File: src/rtl/train_pkg.sv
// Shared types and constants for the training-step sequencer and its learning-rate schedule.
package train_pkg;

    typedef enum logic [3:0] {
        S_IDLE,
        S_ACCUM,
        S_LATCH,
        S_LOAD,
        S_START,
        S_WAIT,
        S_STORE,
        S_FINISH,
        S_ERR
    } state_e;

    localparam int          LR_SHIFT_MAX = 15;
    localparam int          WARMUP_SHIFT = 2;
    localparam logic [15:0] ONE          = 16'h0100;

endpackage

File: src/rtl/lr_scheduler.sv
// Step-decay learning rate with warmup: counts completed steps and halves the rate every decay interval.
module lr_scheduler
    import train_pkg::*;
#(
    parameter int DATA_WIDTH = 16
) (
    input  logic                  clk,
    input  logic                  rst_n,
    input  logic                  step_inc_i,
    input  logic [31:0]           step_count_i,
    input  logic [DATA_WIDTH-1:0] base_lr_i,
    input  logic [15:0]           warmup_i,
    input  logic [15:0]           decay_int_i,
    output logic [DATA_WIDTH-1:0] lr_o
);

    logic [3:0]            lvl_q, lvl_d;
    logic [15:0]           since_q, since_d;
    logic [16:0]           since_inc;
    logic [DATA_WIDTH-1:0] lr_q, lr_d;

    // Decay is a compare against the interval followed by a shift; no divider needed.
    always_comb begin
        since_inc = {1'b0, since_q} + 17'd1;
        lvl_d     = lvl_q;
        since_d   = since_q;
        if (step_inc_i && (decay_int_i != 16'd0)) begin
            if (since_inc >= {1'b0, decay_int_i}) begin
                since_d = '0;
                if (lvl_q != 4'(LR_SHIFT_MAX)) begin
                    lvl_d = lvl_q + 4'd1;
                end
            end else begin
                since_d = since_inc[15:0];
            end
        end
    end

    always_comb begin
        if (step_count_i < {16'd0, warmup_i}) begin
            lr_d = base_lr_i >> WARMUP_SHIFT;
        end else begin
            lr_d = base_lr_i >> lvl_q;
        end
    end

    always_ff @(posedge clk or negedge rst_n) begin
        if (!rst_n) begin
            lvl_q   <= '0;
            since_q <= '0;
        end else begin
            lvl_q   <= lvl_d;
            since_q <= since_d;
        end
    end

    always_ff @(posedge clk) begin
        lr_q <= lr_d;
    end

    assign lr_o = lr_q;

endmodule

File: src/rtl/weight_update_scheduler.sv
// Sequences the shared weight update unit over every layer once per optimizer step,
// after a configurable number of mini-batch gradient arrivals.
module weight_update_scheduler
    import train_pkg::*;
#(
    parameter int DATA_WIDTH = 16,
    parameter int MAX_LAYERS = 8,
    parameter int ACCUM_W    = 4,
    parameter int TIMEOUT    = 1024,
    localparam int LAYER_W   = $clog2(MAX_LAYERS)
) (
    input  logic                  clk,
    input  logic                  rst_n,
    input  logic                  clear,
    input  logic                  enable,
    input  logic                  grad_ready,
    input  logic [LAYER_W:0]      cfg_num_layers,
    input  logic [ACCUM_W-1:0]    cfg_accum,
    input  logic [DATA_WIDTH-1:0] cfg_base_lr,
    input  logic [15:0]           cfg_warmup,
    input  logic [15:0]           cfg_decay_int,
    output logic                  ld_req,
    input  logic                  ld_ack,
    output logic                  st_req,
    input  logic                  st_ack,
    output logic [LAYER_W-1:0]    mem_layer,
    output logic                  uu_start,
    output logic                  uu_clear,
    input  logic                  uu_done,
    output logic [DATA_WIDTH-1:0] uu_lr,
    output logic [31:0]           uu_timestep,
    output logic [31:0]           step_count,
    output logic                  busy,
    output logic                  step_done,
    output logic                  timeout_err
);

    localparam int WD_W = $clog2(TIMEOUT + 1) + 1;

    function automatic logic [31:0] sat_inc32(input logic [31:0] v);
        return (v == 32'hFFFF_FFFF) ? v : v + 32'd1;
    endfunction

    state_e                state_q;
    logic [ACCUM_W-1:0]    accum_cnt_q, accum_cnt_d, accum_eff;
    logic [LAYER_W-1:0]    layer_q;
    logic [LAYER_W:0]      num_eff;
    logic [WD_W-1:0]       wd_q;
    logic                  ld_req_q, st_req_q, uu_start_q, uu_clear_q;
    logic                  step_done_q, timeout_err_q;
    logic [DATA_WIDTH-1:0] uu_lr_q, lr_sched;
    logic [31:0]           timestep_q, step_count_q;
    logic                  accum_inc, accum_full, start_step, last_layer, busy_w;

    always_comb begin
        accum_eff = (cfg_accum == '0) ? ACCUM_W'(1) : cfg_accum;
        if (cfg_num_layers == '0) begin
            num_eff = (LAYER_W+1)'(1);
        end else if (cfg_num_layers > (LAYER_W+1)'(MAX_LAYERS)) begin
            num_eff = (LAYER_W+1)'(MAX_LAYERS);
        end else begin
            num_eff = cfg_num_layers;
        end
    end

    assign last_layer = ({1'b0, layer_q} == (num_eff - (LAYER_W+1)'(1)));
    assign busy_w     = (state_q != S_IDLE) && (state_q != S_ACCUM);

    // Gradient arrivals keep counting while a step runs, saturating at one full step's worth.
    always_comb begin
        accum_inc   = enable & grad_ready;
        accum_full  = (accum_cnt_q >= accum_eff);
        start_step  = (state_q == S_ACCUM) && enable && !clear && accum_full;
        accum_cnt_d = accum_cnt_q;
        if (start_step) begin
            accum_cnt_d = ACCUM_W'(accum_inc);
        end else if (accum_inc && !accum_full) begin
            accum_cnt_d = accum_cnt_q + ACCUM_W'(1);
        end
    end

    always_ff @(posedge clk or negedge rst_n) begin
        if (!rst_n) begin
            accum_cnt_q <= '0;
        end else begin
            accum_cnt_q <= accum_cnt_d;
        end
    end

    always_ff @(posedge clk or negedge rst_n) begin
        if (!rst_n) begin
            state_q       <= S_IDLE;
            layer_q       <= '0;
            wd_q          <= '0;
            ld_req_q      <= 1'b0;
            st_req_q      <= 1'b0;
            uu_start_q    <= 1'b0;
            uu_clear_q    <= 1'b0;
            step_done_q   <= 1'b0;
            timeout_err_q <= 1'b0;
            uu_lr_q       <= '0;
            timestep_q    <= '0;
            step_count_q  <= '0;
        end else begin
            uu_start_q  <= 1'b0;
            uu_clear_q  <= 1'b0;
            step_done_q <= 1'b0;
            if (clear) begin
                state_q       <= S_IDLE;
                ld_req_q      <= 1'b0;
                st_req_q      <= 1'b0;
                timeout_err_q <= 1'b0;
                uu_clear_q    <= busy_w;
            end else begin
                case (state_q)
                    S_IDLE: begin
                        if (enable) state_q <= S_ACCUM;
                    end
                    S_ACCUM: begin
                        if (!enable) begin
                            state_q <= S_IDLE;
                        end else if (accum_full) begin
                            state_q <= S_LATCH;
                        end
                    end
                    S_LATCH: begin
                        uu_lr_q    <= lr_sched;
                        timestep_q <= sat_inc32(step_count_q);
                        layer_q    <= '0;
                        ld_req_q   <= 1'b1;
                        state_q    <= S_LOAD;
                    end
                    S_LOAD: begin
                        if (ld_ack) begin
                            ld_req_q   <= 1'b0;
                            uu_start_q <= 1'b1;
                            state_q    <= S_START;
                        end
                    end
                    S_START: begin
                        wd_q    <= '0;
                        state_q <= S_WAIT;
                    end
                    S_WAIT: begin
                        if (uu_done) begin
                            st_req_q <= 1'b1;
                            state_q  <= S_STORE;
                        end else if (wd_q >= WD_W'(TIMEOUT)) begin
                            timeout_err_q <= 1'b1;
                            uu_clear_q    <= 1'b1;
                            state_q       <= S_ERR;
                        end else begin
                            wd_q <= wd_q + WD_W'(1);
                        end
                    end
                    S_STORE: begin
                        if (st_ack) begin
                            st_req_q <= 1'b0;
                            if (last_layer) begin
                                step_count_q <= sat_inc32(step_count_q);
                                timestep_q   <= sat_inc32(sat_inc32(step_count_q));
                                step_done_q  <= 1'b1;
                                state_q      <= S_FINISH;
                            end else begin
                                layer_q  <= layer_q + LAYER_W'(1);
                                ld_req_q <= 1'b1;
                                state_q  <= S_LOAD;
                            end
                        end
                    end
                    S_FINISH: begin
                        state_q <= enable ? S_ACCUM : S_IDLE;
                    end
                    S_ERR: begin
                        state_q <= S_IDLE;
                    end
                    default: begin
                        state_q <= S_IDLE;
                    end
                endcase
            end
        end
    end

    lr_scheduler #(
        .DATA_WIDTH(DATA_WIDTH)
    ) u_lr_scheduler (
        .clk          (clk),
        .rst_n        (rst_n),
        .step_inc_i   (step_done_q),
        .step_count_i (step_count_q),
        .base_lr_i    (cfg_base_lr),
        .warmup_i     (cfg_warmup),
        .decay_int_i  (cfg_decay_int),
        .lr_o         (lr_sched)
    );

    assign ld_req      = ld_req_q;
    assign st_req      = st_req_q;
    assign mem_layer   = layer_q;
    assign uu_start    = uu_start_q;
    assign uu_clear    = uu_clear_q;
    assign uu_lr       = uu_lr_q;
    assign uu_timestep = timestep_q;
    assign step_count  = step_count_q;
    assign busy        = busy_w;
    assign step_done   = step_done_q;
    assign timeout_err = timeout_err_q;

endmodule

File: config.mk
export PLATFORM = sky130hd
export DESIGN_NAME = weight_update_scheduler
export DESIGN_NICKNAME = d
export VERILOG_FILES = /design/src/rtl/train_pkg.sv /design/src/rtl/lr_scheduler.sv /design/src/rtl/weight_update_scheduler.sv
export SDC_FILE = /design/constraint.sdc
export NUM_CORES = 1
export LEC_CHECK = 0
export BUFFER_PORTS_ARGS = -buffer_cell sky130_fd_sc_hd__buf_4
export CAP_MARGIN = 40
export CORE_AREA = 2 2 154 141
export CTS_CLUSTER_SIZE = 12
export DETAILED_ROUTE_END_ITERATION = 12
export DIE_AREA = 0 0 156 143
export PLACE_DENSITY = 0.71
export SETUP_SLACK_MARGIN = 0.3
export SKIP_LAST_GASP = 1
export SLEW_MARGIN = 20
export SYNTH_ARGS = -nofsm -noshare
export SYNTH_HDL_FRONTEND = slang
export SYNTH_SLANG_ARGS = --single-unit
File: constraint.sdc
create_clock -name clk -period 6.87 [get_ports clk]
set_input_delay 0.687 -clock clk [delete_from_list [all_inputs] [get_ports clk]]
set_output_delay 0.687 -clock clk [all_outputs]
set_load 0.01 [all_outputs]
==> reports/qor.txt <==
end-of-flow core utilization -> 58.62%
Pre-Repair DR Iteration Count -> 5
CTS HTree Levels -> 4
number of distinct library cells after synthesis -> 99
fraction of registers with async set/reset -> 88.97%
residual DRC count -> 0
detailed-placement wirelength estimate -> 20.21 mm
total instance count after detailed placement -> 1505
Tot GR Track Use -> 25.19%
period utilisation layout -> 66.88%
Final Setup Violations -> 0
highest clock frequency the design can meet -> 217.7 MHz
highest fanout seen on the critical path -> 27
number of post-CTS setup repair buffers -> 0
Worst-Margin Slew -> 922.8 ps
standby leakage power -> 5.494 nW
most common library cells after synthesis -> dfrtp_1 (129), nand2_1 (118), nor2_1 (93)
Vias -> 9186
final net count -> 1372
buffer levels on the longest clock path -> 2
number of enable flip-flop cells after synthesis -> 0
clock latency on the worst-skew pair -> 430 ps
pin count of the biggest net entering global routing -> 58
effective utilization at floorplan -> 49.79%
clock root buffer -> clkbuf_16
total inserted antenna cells -> 0
area of placed instances -> 0.01149 mm^2
share of layout cells above drive strength 1 -> 22.30%
required arrival time at the worst endpoint -> 7210 ps
unrepaired setup endpoints after global routing -> false
# clock sinks -> 145
Ports -> 154
count of synthesis-stage warnings from yosys -> 0
time the worst path needs with I/O delays and setup -> 4594 ps
number of hold violations in the final report -> 0
max-slew violation count -> 0
DR iter-0 viols -> 611
biggest area consumer among synthesized cells -> dfrtp_1
setup skew after layout -> 13.90 ps
area enclosed by the die boundary -> 0.02231 mm^2
worst min path class -> input port to asynchronous set/reset pin
post-synthesis sequential element count -> 145
data arrival time of the critical path -> 4930 ps
maximum vdd drop -> 173.8 uV
max-capacitance violation count -> 0
horizontal die dimension -> 156 um
final total negative setup slack -> 0 ps
count of mapped cells out of synthesis -> 1149
final cell area excluding filler cells -> 0.01207 mm^2
dominant cells by area after synthesis -> dfrtp_1 (31%), ha_1 (5.2%), nand2_1 (4.3%)
antenna violation net count after detailed routing -> 0
post-cts resize count -> 0
total clock buffers created by CTS -> 17
Remaining Overflow, GRT -> 0
area of the core -> 0.02058 mm^2
result of the run -> completed
number of standard-cell rows in the floorplan -> 50
DIE HEIGHT -> 143 um
crit path capture type -> register
wire length of the first global-routing pass -> 44.86 mm
CTS tree -> built
weighted congestion at the end of routability-driven global placement -> 0.9251
top-area cell type share of the netlist area -> 31.50%
CP Launch Type -> register
Post-Synthesis Cell Area -> 0.01025 mm^2
Final Routed Wirelength -> 27.48 mm
clock input transition at the sequential cells of the worst setup and hold paths -> 70 ps
ys flop type -> dfrtp_1
final non-filler cell total -> 1538
P per Cell Area -> 199.1 mW/mm^2
worst relative slew slack -> 37.61%
number of buffers added on ports -> 153
nets in the synthesized netlist -> 1256
area added between synthesis and finish -> 17.73%
number of antenna violations at the first check in global routing -> 0
total chip power -> 0.002402 W
average footprint of a synthesized cell -> 8.920 um^2
post-DR wirelength/cell -> 17.87 um
type of the setup path with the least slack -> register to register
sequential cell area fraction in the yosys report -> 34.62%
cell with the most instances after synthesis -> dfrtp_1
number of global-route vias before repair -> 8688
detailed-route vias per instance -> 5.973
quantity of hold-fixing buffers added after cts -> 0
filler cell count in the final layout -> 1886
==> metrics by stage <==
stage | hold slack (ps) | setup slack (ps)
2_1_floorplan | 391.4 | 3235
3_3_place_gp | 444.4 | 2588
3_5_place_dp | 446.1 | 2439
4_1_cts | 208.0 | 2398
5_1_grt | 230.9 | 1936
6_report | 199.0 | 2276
==> kinds of logic after synthesis <==
logic type / synth area share (%)
buffers and inverters: 5.164
AO/OA/AOI/OAI: 14.28
XOR/XNOR: 6.397
AND/OR/NAND/NOR: 26.94
multiplexers: 7.337
flip-flops: 34.62
adder cells (fa/ha/maj): 5.250
==> critical path: stages (launching register included) <==
cell and delay [ps]:
dfrtp_1 570, ha_1 480, and3_1 530, nand3_2 280, a2111oi_2 430, xor2_1 420, o211ai_1 220, nor3_1 410
nand3_2 530, and4_1 430, o31ai_1 200
==> metal layers <==
layer,wire length [um],share of wire (%),global-route usage [%]
met1,12630,46,35.24
met2,12560,46,39.45
met3,1822,6.6,5.463
met4,468,1.7,7.195
met5,0,0,0
==> where the power goes <==
group / switching (W) / leakage [nW] / internal, W
logic: 0.000230 / 3.34 / 0.000248
clock network: 0.000408 / 0.281 / 0.000494
registers: 0.0000727 / 1.87 / 0.000949
total: 0.000711 / 5.49 / 0.00169
==> sequential cells by signal, indices dropped and copies added (netlist names) <==
name and cells:
u_lr_scheduler.lvl_q 4, step_count 32, uu_lr 16, uu_start 1, ld_req 1, u_lr_scheduler.since_q 16
uu_timestep 32, wd_q 12, step_done 1, state_q 4, mem_layer 3, st_req 1
timeout_err 1, uu_clear 1, u_lr_scheduler.lr_o 16, accum_cnt_q 4
==> worst paths after layout <==
check | startpoint | to | slack [ps] | cells past startpoint
max in group asynchronous | rst_n | wd_q[9] | 5610 | 3
hold / removal | rst_n | u_lr_scheduler.since_q[2] | 200 | 1
hold reg to reg | u_lr_scheduler.lr_o[15] | uu_lr[15] | 460 | 1
setup reg to reg | step_count[0] | uu_timestep[9] | 2280 | 10
setup / recovery | step_count[0] | uu_timestep[9] | 2280 | 10
min in group clk | u_lr_scheduler.lr_o[15] | uu_lr[15] | 460 | 1
==> layout make-up <==
cell class | instances | area, um^2 | area share [%]
clock inverter | 14 | 115.1 | 0.9541
multi-input combinational | 889 | 6195 | 51.34
sequential | 145 | 3548 | 29.41
inverter | 48 | 180.2 | 1.493
clock buffer | 18 | 450.4 | 3.733
tap | 260 | 325.3 | 2.696
timing repair buffer | 164 | 1251 | 10.37
==> cell usage in the layout, fill, tap and decap left out, types with 8 or more instances in the layout <==
cell type / n
nor2b_1: 9
dfrtp_1: 129
o21ai_0: 35
nor3_1: 27
dfxtp_1: 16
a21o_1: 19
nand2_1: 118
nor4_1: 17
or4_1: 10
xor2_1: 36
inv_1: 46
mux2_1: 8
nor2_1: 93
mux2_2: 35
or3_1: 10
a211oi_1: 12
and3_1: 20
o21ai_1: 13
clkbuf_16: 18
nand2b_1: 21
ha_1: 43
nand4_1: 35
o211ai_1: 9
a21oi_1: 32
and4_1: 9
and2_1: 10
mux2i_1: 20
nand3_1: 55
a31oi_1: 13
o31ai_1: 10
buf_4: 161
xnor2_1: 37
Power figures use the tool's default switching activity.
